<file path="src/rtl/fetch_pkg.sv">
// Shared types and constants for the instruction prefetch unit.
// FETCH_MISALIGN_TRAP_EN (optional) enables misaligned-redirect trapping.
package fetch_pkg;

  localparam int INSTR_W  = 32;
  localparam int PC_STEP  = 4;
  // Widest PC a queue entry can carry; the top zero-extends narrower XLEN.
  localparam int PC_MAX_W = 64;

  typedef struct packed {
    logic [PC_MAX_W-1:0] pc;
    logic [INSTR_W-1:0]  instr;
  } fetch_entry_t;

  typedef enum logic [0:0] {
    FETCH_RUN  = 1'b0,
    FETCH_HALT = 1'b1
  } fetch_state_t;

endpackage

</file>
<file path="src/rtl/fetch_prefetch_riscv_if.sv">
// Redirect, instruction-memory and decode-side signals of the prefetch unit.
// Handshake: the queue head moves to decode on a cycle where instr_valid && instr_ready;
// instr_valid never depends on instr_ready. Memory answers every request exactly one cycle later.
interface fetch_prefetch_riscv_if #(
  parameter int XLEN = 64
);
  import fetch_pkg::*;

  logic                redirect_valid;
  logic [XLEN-1:0]     redirect_pc;
  logic                imem_req_valid;
  logic [XLEN-1:0]     imem_req_addr;
  logic                imem_rsp_valid;
  logic [INSTR_W-1:0]  imem_rsp_data;
  logic                instr_valid;
  logic                instr_ready;
  logic [INSTR_W-1:0]  instr_data;
  logic [XLEN-1:0]     instr_pc;
  logic                misalign_err;
  fetch_state_t        dbg_state;

  modport master (
    input  redirect_valid, redirect_pc, imem_rsp_valid, imem_rsp_data, instr_ready,
    output imem_req_valid, imem_req_addr, instr_valid, instr_data, instr_pc,
           misalign_err, dbg_state
  );

  modport slave (
    output redirect_valid, redirect_pc, imem_rsp_valid, imem_rsp_data, instr_ready,
    input  imem_req_valid, imem_req_addr, instr_valid, instr_data, instr_pc,
           misalign_err, dbg_state
  );

endinterface

</file>
<file path="src/rtl/fetch_fifo.sv">
// Power-of-two circular queue of fetched instructions with registered head and flush.
// Part of the prefetch unit (FETCH_MISALIGN_TRAP_EN does not affect this file).
module fetch_fifo
  import fetch_pkg::*;
#(
  parameter int  DEPTH   = 4,
  parameter type entry_t = fetch_entry_t,
  localparam int AW      = (DEPTH > 1) ? $clog2(DEPTH) : 1,
  localparam int CW      = AW + 1
) (
  input  logic          clk,
  input  logic          rst_n,
  input  logic          push,
  input  entry_t        push_data,
  input  logic          pop,
  input  logic          flush,
  output logic [CW-1:0] count,
  output entry_t        head
);

  entry_t          mem [DEPTH];
  logic [AW-1:0]   wr_ptr;
  logic [AW-1:0]   rd_ptr;

  // Storage is not reset: only entries below count are ever observed.
  always_ff @(posedge clk) begin
    if (push && !flush) begin
      mem[wr_ptr] <= push_data;
    end
  end

  always_ff @(posedge clk or negedge rst_n) begin
    if (!rst_n) begin
      wr_ptr <= '0;
      rd_ptr <= '0;
      count  <= '0;
    end else if (flush) begin
      wr_ptr <= '0;
      rd_ptr <= '0;
      count  <= '0;
    end else begin
      if (push) wr_ptr <= wr_ptr + AW'(1);
      if (pop)  rd_ptr <= rd_ptr + AW'(1);
      case ({push, pop})
        2'b10:   count <= count + CW'(1);
        2'b01:   count <= count - CW'(1);
        default: count <= count;
      endcase
    end
  end

  assign head = mem[rd_ptr];

  // The issue credit upstream must make a push into a full queue impossible.
  a_no_overflow: assert property (@(posedge clk) disable iff (!rst_n)
    !(push && !flush && (count == CW'(DEPTH))));

endmodule

</file>
<file path="src/rtl/fetch_prefetch_riscv.sv">
// RISC-V instruction prefetcher: credit-limited fetch into a small queue, epoch-based redirect flush.
// Define FETCH_MISALIGN_TRAP_EN to trap misaligned redirects instead of silently aligning them.
module fetch_prefetch_riscv
  import fetch_pkg::*;
#(
  parameter int              XLEN     = 64,
  parameter int              DEPTH    = 4,
  parameter logic [XLEN-1:0] RESET_PC = '0
) (
  input  logic                   clk,
  input  logic                   rst_n,
  fetch_prefetch_riscv_if.master bus
);

  localparam int CW = ((DEPTH > 1) ? $clog2(DEPTH) : 1) + 1;

  fetch_state_t    state_q, state_d;
  logic [XLEN-1:0] fetch_pc_q;
  logic [XLEN-1:0] inflight_pc_q;
  logic [XLEN-1:0] redirect_tgt;
  logic            epoch_q;
  logic            inflight_q;
  logic            inflight_epoch_q;
  logic            redirect_misaligned;
  logic            issue_ok;
  logic            halted;
  logic            credit_ok;
  logic            issue;
  logic            push;
  logic            pop;
  logic [CW-1:0]   fifo_count;
  fetch_entry_t    push_entry;
  fetch_entry_t    head;

`ifdef FETCH_MISALIGN_TRAP_EN
  assign redirect_tgt        = bus.redirect_pc;
  assign redirect_misaligned = (bus.redirect_pc[1:0] != 2'b00);
`else
  assign redirect_tgt        = bus.redirect_pc & ~XLEN'(3);
  assign redirect_misaligned = 1'b0;
`endif

  always_ff @(posedge clk or negedge rst_n) begin
    if (!rst_n) state_q <= FETCH_RUN;
    else        state_q <= state_d;
  end

  // Only a redirect can enter or leave the halted state.
  always_comb begin
    state_d = state_q;
    if (bus.redirect_valid) begin
      state_d = redirect_misaligned ? FETCH_HALT : FETCH_RUN;
    end
  end

  always_comb begin
    issue_ok = 1'b0;
    halted   = 1'b0;
    case (state_q)
      FETCH_RUN:  issue_ok = 1'b1;
      FETCH_HALT: halted   = 1'b1;
      default:    issue_ok = 1'b0;
    endcase
  end

  // Credit counts the in-flight request so its response always finds a free slot.
  assign credit_ok = (int'(fifo_count) + int'(inflight_q)) < DEPTH;
  assign issue     = rst_n && issue_ok && !bus.redirect_valid && credit_ok;
  assign pop       = (fifo_count != '0) && bus.instr_ready;
  assign push      = bus.imem_rsp_valid && inflight_q && (inflight_epoch_q == epoch_q)
                     && !bus.redirect_valid;

  always_ff @(posedge clk or negedge rst_n) begin
    if (!rst_n) begin
      fetch_pc_q       <= RESET_PC;
      inflight_pc_q    <= '0;
      epoch_q          <= 1'b0;
      inflight_q       <= 1'b0;
      inflight_epoch_q <= 1'b0;
    end else begin
      if (bus.redirect_valid) begin
        fetch_pc_q <= redirect_tgt;
        epoch_q    <= ~epoch_q;
      end else if (issue) begin
        fetch_pc_q <= fetch_pc_q + XLEN'(PC_STEP);
      end
      inflight_q <= issue;
      if (issue) begin
        inflight_pc_q    <= fetch_pc_q;
        inflight_epoch_q <= epoch_q;
      end
    end
  end

  always_comb begin
    push_entry       = '0;
    push_entry.pc    = PC_MAX_W'(inflight_pc_q);
    push_entry.instr = bus.imem_rsp_data;
  end

  fetch_fifo #(
    .DEPTH   (DEPTH),
    .entry_t (fetch_entry_t)
  ) u_fifo (
    .clk       (clk),
    .rst_n     (rst_n),
    .push      (push),
    .push_data (push_entry),
    .pop       (pop),
    .flush     (bus.redirect_valid),
    .count     (fifo_count),
    .head      (head)
  );

  assign bus.imem_req_valid = issue;
  assign bus.imem_req_addr  = fetch_pc_q;
  assign bus.instr_valid    = (fifo_count != '0);
  assign bus.instr_data     = head.instr;
  assign bus.instr_pc       = head.pc[XLEN-1:0];
  assign bus.dbg_state      = state_q;
`ifdef FETCH_MISALIGN_TRAP_EN
  assign bus.misalign_err   = halted;
`else
  assign bus.misalign_err   = 1'b0;
`endif

endmodule

</file>
<file path="src/flat_wrapper.sv">
// flat-port wrapper written by rule: the top's interface ports become plain ports
module fetch_prefetch_riscv_flat import fetch_pkg::*;
#(
  parameter int              XLEN     = 64,
  parameter int              DEPTH    = 4,
  parameter logic [XLEN-1:0] RESET_PC = '0
)
  (clk, rst_n, bus_redirect_valid, bus_redirect_pc, bus_imem_rsp_valid, bus_imem_rsp_data, bus_instr_ready, bus_imem_req_valid, bus_imem_req_addr, bus_instr_valid, bus_instr_data, bus_instr_pc, bus_misalign_err, bus_dbg_state);
  fetch_prefetch_riscv_if #(.XLEN(XLEN)) bus_i ();
  input  logic clk;
  input  logic rst_n;
  input wire logic [$bits(bus_i.redirect_valid)-1:0] bus_redirect_valid;
  input wire logic [$bits(bus_i.redirect_pc)-1:0] bus_redirect_pc;
  input wire logic [$bits(bus_i.imem_rsp_valid)-1:0] bus_imem_rsp_valid;
  input wire logic [$bits(bus_i.imem_rsp_data)-1:0] bus_imem_rsp_data;
  input wire logic [$bits(bus_i.instr_ready)-1:0] bus_instr_ready;
  output wire logic [$bits(bus_i.imem_req_valid)-1:0] bus_imem_req_valid;
  output wire logic [$bits(bus_i.imem_req_addr)-1:0] bus_imem_req_addr;
  output wire logic [$bits(bus_i.instr_valid)-1:0] bus_instr_valid;
  output wire logic [$bits(bus_i.instr_data)-1:0] bus_instr_data;
  output wire logic [$bits(bus_i.instr_pc)-1:0] bus_instr_pc;
  output wire logic [$bits(bus_i.misalign_err)-1:0] bus_misalign_err;
  output wire logic [$bits(bus_i.dbg_state)-1:0] bus_dbg_state;
  assign bus_i.redirect_valid = bus_redirect_valid;
  assign bus_i.redirect_pc = bus_redirect_pc;
  assign bus_i.imem_rsp_valid = bus_imem_rsp_valid;
  assign bus_i.imem_rsp_data = bus_imem_rsp_data;
  assign bus_i.instr_ready = bus_instr_ready;
  assign bus_imem_req_valid = bus_i.imem_req_valid;
  assign bus_imem_req_addr = bus_i.imem_req_addr;
  assign bus_instr_valid = bus_i.instr_valid;
  assign bus_instr_data = bus_i.instr_data;
  assign bus_instr_pc = bus_i.instr_pc;
  assign bus_misalign_err = bus_i.misalign_err;
  assign bus_dbg_state = bus_i.dbg_state;
  fetch_prefetch_riscv #(.XLEN(XLEN), .DEPTH(DEPTH), .RESET_PC(RESET_PC)) u_core (.clk(clk), .rst_n(rst_n), .bus(bus_i));
endmodule
</file>
<file path="config.mk">
export PLATFORM = sky130hd
export DESIGN_NAME = fetch_prefetch_riscv_flat
export DESIGN_NICKNAME = d
export VERILOG_FILES = /design/src/rtl/fetch_pkg.sv /design/src/rtl/fetch_prefetch_riscv_if.sv /design/src/rtl/fetch_fifo.sv /design/src/rtl/fetch_prefetch_riscv.sv /design/src/flat_wrapper.sv
export SDC_FILE = /design/constraint.sdc
export NUM_CORES = 1
export LEC_CHECK = 0
export BUFFER_PORTS_ARGS = -buffer_cell sky130_fd_sc_hd__buf_2
export CORE_ASPECT_RATIO = 0.7
export CORE_MARGIN = 1
export CORE_UTILIZATION = 35
export CTS_CLUSTER_DIAMETER = 50
export DETAILED_ROUTE_END_ITERATION = 8
export HOLD_SLACK_MARGIN = 0.03
export SLEW_MARGIN = 20
export SYNTH_ARGS = -nofsm -noshare
export SYNTH_HDL_FRONTEND = slang
export SYNTH_HIERARCHICAL = 1
export SYNTH_SLANG_ARGS = --single-unit
</file>
<file path="constraint.sdc">
create_clock -name clk -period 11.25 [get_ports clk]
set_input_delay 2.25 -clock clk [delete_from_list [all_inputs] [get_ports clk]]
set_output_delay 2.25 -clock clk [all_outputs]
set_load 0.005 [all_outputs]
</file>
==> results.yml <==
place:
  place.gp.congestion: 0.824
  place_hpwl_microns: 33600
  port-buffer-count: 258
clock_tree:
  clock-sinks: 518
  cts_hold_buf: 0
  clock_latency_ns: 0.60
  numCtsBuffers: 55
  path_clk_slew_ns: 0.06
  cts_tree: "yes"
  cts_resized: 0
  h-tree-depth: 2
  post-cts-setup-buffer-count: 0
  root_buffer: "clkbuf_16"
  clock_path_buffers: 3
global_routing:
  grt_overflow_total: 0
  grt_max_degree: 95
  first_global_vias: 12600
  grt_pass1_wl_microns: 79600
  antenna_found_initial: 2
  track_usage_pct: 17.9
timing:
  fin_skew_ns: 0.0389
  rsz0062_at_grt: "no"
  slew_headroom_pct: 30.5
  fin_crit_sh_pct: 63.2
  finalHoldViolCount: 0
  slew_violations: 0
  max_clock_freq_mhz: 141
  fin_setup_tns_ns: 0
  tightest_slew_ns: 1.04
  post-route-min-period_ns: 7.11
  setup_viol: 0
routing:
  drc_errors: 0
  first_pass_iters: 5
  vias: 12500
  dr_wl_met3_microns: 4610
  dr.max_layer_used: "met5"
  drt-initial-drc-count: 899
  wl_per_cell_microns: 22.8
  dr_wl_met2_microns: 24500
  routed_via_density: 5.27
  met1_length_microns: 23900
  ant_nets: 0
  routed_wirelength_microns: 54100
setup_path:
  r2r-end: "u_core/u_fifo/mem[2][13]"
  critPathSlowestCell: "nor2b_1"
  crit_fanout: 72
  crit_path_max_incr_delay_ns: 0.74
  worstPathArrival_ns: 4.86
  startpoint: "rst_n"
  reg2reg_depth: 5
  start_kind: "primary input"
  rrSetupSlack_ns: 7.42
  end_kind: "primary output"
  worstPathRequired_ns: 9.00
  crit_chain: "buf_6 > nor2b_1 > nand3_4 > inv_2 > buf_2"
  worstSetupPathType: "primary input to primary output"
  reg2reg_from: "u_core/epoch_q"
synth:
  synth_commonest_cells: "edfxtp_1, nand2_1, dfrtp_1, mux4_2, nand4_1"
  synthArstFlopShare_pct: 25.9
  ys_warn_count: 6
  synth.most_common_cell: "edfxtp_1"
  synth_area_leaders: "edfxtp_1, dfrtp_1, mux4_2"
  syn_area_per_cell_sq_um: 16.0
  yosysSeqAreaShare_pct: 72.0
  synth_area_sq_mm: 0.0207
  synth_edf_count: 384
  ys_types: 56
  synthCells: 1293
  netlist.area_leader.share_pct: 55.8
  ys_ff_latch: 518
  synth-main-ff-cell: "edfxtp_1"
  synth.largest_area_cell: "edfxtp_1"
flow_run:
  maxCapViolations: 0
power_and_ir_drop:
  ir_drop_v: 0.000106
  power_density_mw_per_mm2: 203
  p_total_mw: 4.98
  p_leak_nw: 8.87
layout:
  fill_cells: 5326
  multi_input_area_sq_mm: 0.00550
  nets: 1676
  seq_area_sq_mm: 0.0149
  final_core_util_pct: 42.1
  drive_gt1_share_pct: 29.1
  syn_to_final_growth_pct: 18.7
floorplanning:
  pin_count: 265
  dieArea_sq_mm: 0.0600
  core_region_area_sq_mm: 0.0583
  row_count: 74
  initial_utilization_pct: 35.4
  die_x_microns: 292
  die-height_microns: 205
hold_path:
  hp-class: "register to register"
  holdPathEnd: "u_core/inflight_epoch_q"
  holdPathStages: 2
  hp-start: "u_core/inflight_epoch_q"
run_status:
  status: "finished, final reports clean"
critical path: cells and delay by family:
kind | cells | cell delay [ns]
buffers and inverters | 3 | 1.30
AND/OR/NAND/NOR | 2 | 1.21
per-layer routing:
layer	up-vias	track usage, %
li1	5547	-
met1	6396	25.0
met2	479	27.5
met3	85	4.84
met4	2	4.69
met5	-	0
cell usage in the layout, fill, tap and decap left out, types with 7 or more instances in the layout:
cell / count
buf_2: 257
conb_1: 12
edfxtp_1: 384
o21ai_0: 34
xnor2_1: 11
or3_1: 24
nand2_1: 251
clkinv_2: 9
buf_4: 13
or4_1: 7
dfrtp_1: 132
and2_1: 8
nor4_1: 17
nand4_1: 42
clkbuf_1: 17
xor2_1: 16
o211ai_1: 10
nand3_1: 33
clkbuf_16: 56
a221o_1: 7
a31oi_1: 16
nor3_1: 17
nor2_1: 40
mux4_2: 96
metrics by stage:
stage               setup WS [ns]  hold WS, ns  instances  cell area (sq um)
global route                 3.97        0.540       2374              24500
detailed placement           4.07        0.491       2271              22800
floorplan                    5.33        0.465       1304              20700
global placement             4.14        0.485       2271              22800
finish                       4.14        0.509       2375              24500
CTS                          4.10        0.511       2373              24500
cell families (layout without fill, tap and decap cells):
| family | count (synthesis) | in the layout | share of synthesized area (%) |
|---|---|---|---|
| other cells | 1 | 13 | 0.0181 |
| fa+ha+maj | 6 | 6 | 0.400 |
| mux | 102 | 102 | 10.8 |
| compound gates | 95 | 95 | 3.09 |
| flops | 518 | 518 | 72.0 |
| xor+xnor | 27 | 27 | 1.14 |
| buf+inv | 69 | 379 | 1.66 |
| simple gates | 475 | 475 | 10.9 |
report_power, final:
part / internal, mW / switching [mW] / total [mW]
sequential: 2.26 / 0.201 / 2.46
clock: 0.989 / 0.758 / 1.75
combinational: 0.379 / 0.394 / 0.773
worst max-delay path by stage:
stage,to,slack (ns)
2_1_floorplan,u_core/u_fifo/mem[0][0],5.33
3_3_place_gp,bus_imem_req_valid,4.14
3_5_place_dp,bus_imem_req_valid,4.07
4_1_cts,bus_imem_req_valid,4.10
5_1_grt,bus_imem_req_valid,3.97
6_report,bus_imem_req_valid,4.14
sequential cells by signal (all words and copies together), names as in the netlist:
signal	flops
u_core/bus.imem_req_addr	62
u_core/epoch_q	1
u_core/inflight_epoch_q	1
u_core/inflight_pc_q	62
u_core/inflight_q	1
u_core/u_fifo/count	3
u_core/u_fifo/mem	384
u_core/u_fifo/rd_ptr	2
u_core/u_fifo/wr_ptr	2
final cells by class:
cell class                 instances  area share, %
sequential                       518           60.7
antenna                            1         0.0102
inverter                           5         0.0765
clock buffer                      79           6.31
multi-input combinational        717           22.4
timing repair buffer             272           5.80
clock inverter                    23          0.811
tap                              760           3.88
Note: power is estimated with default switching activity, not from simulation.
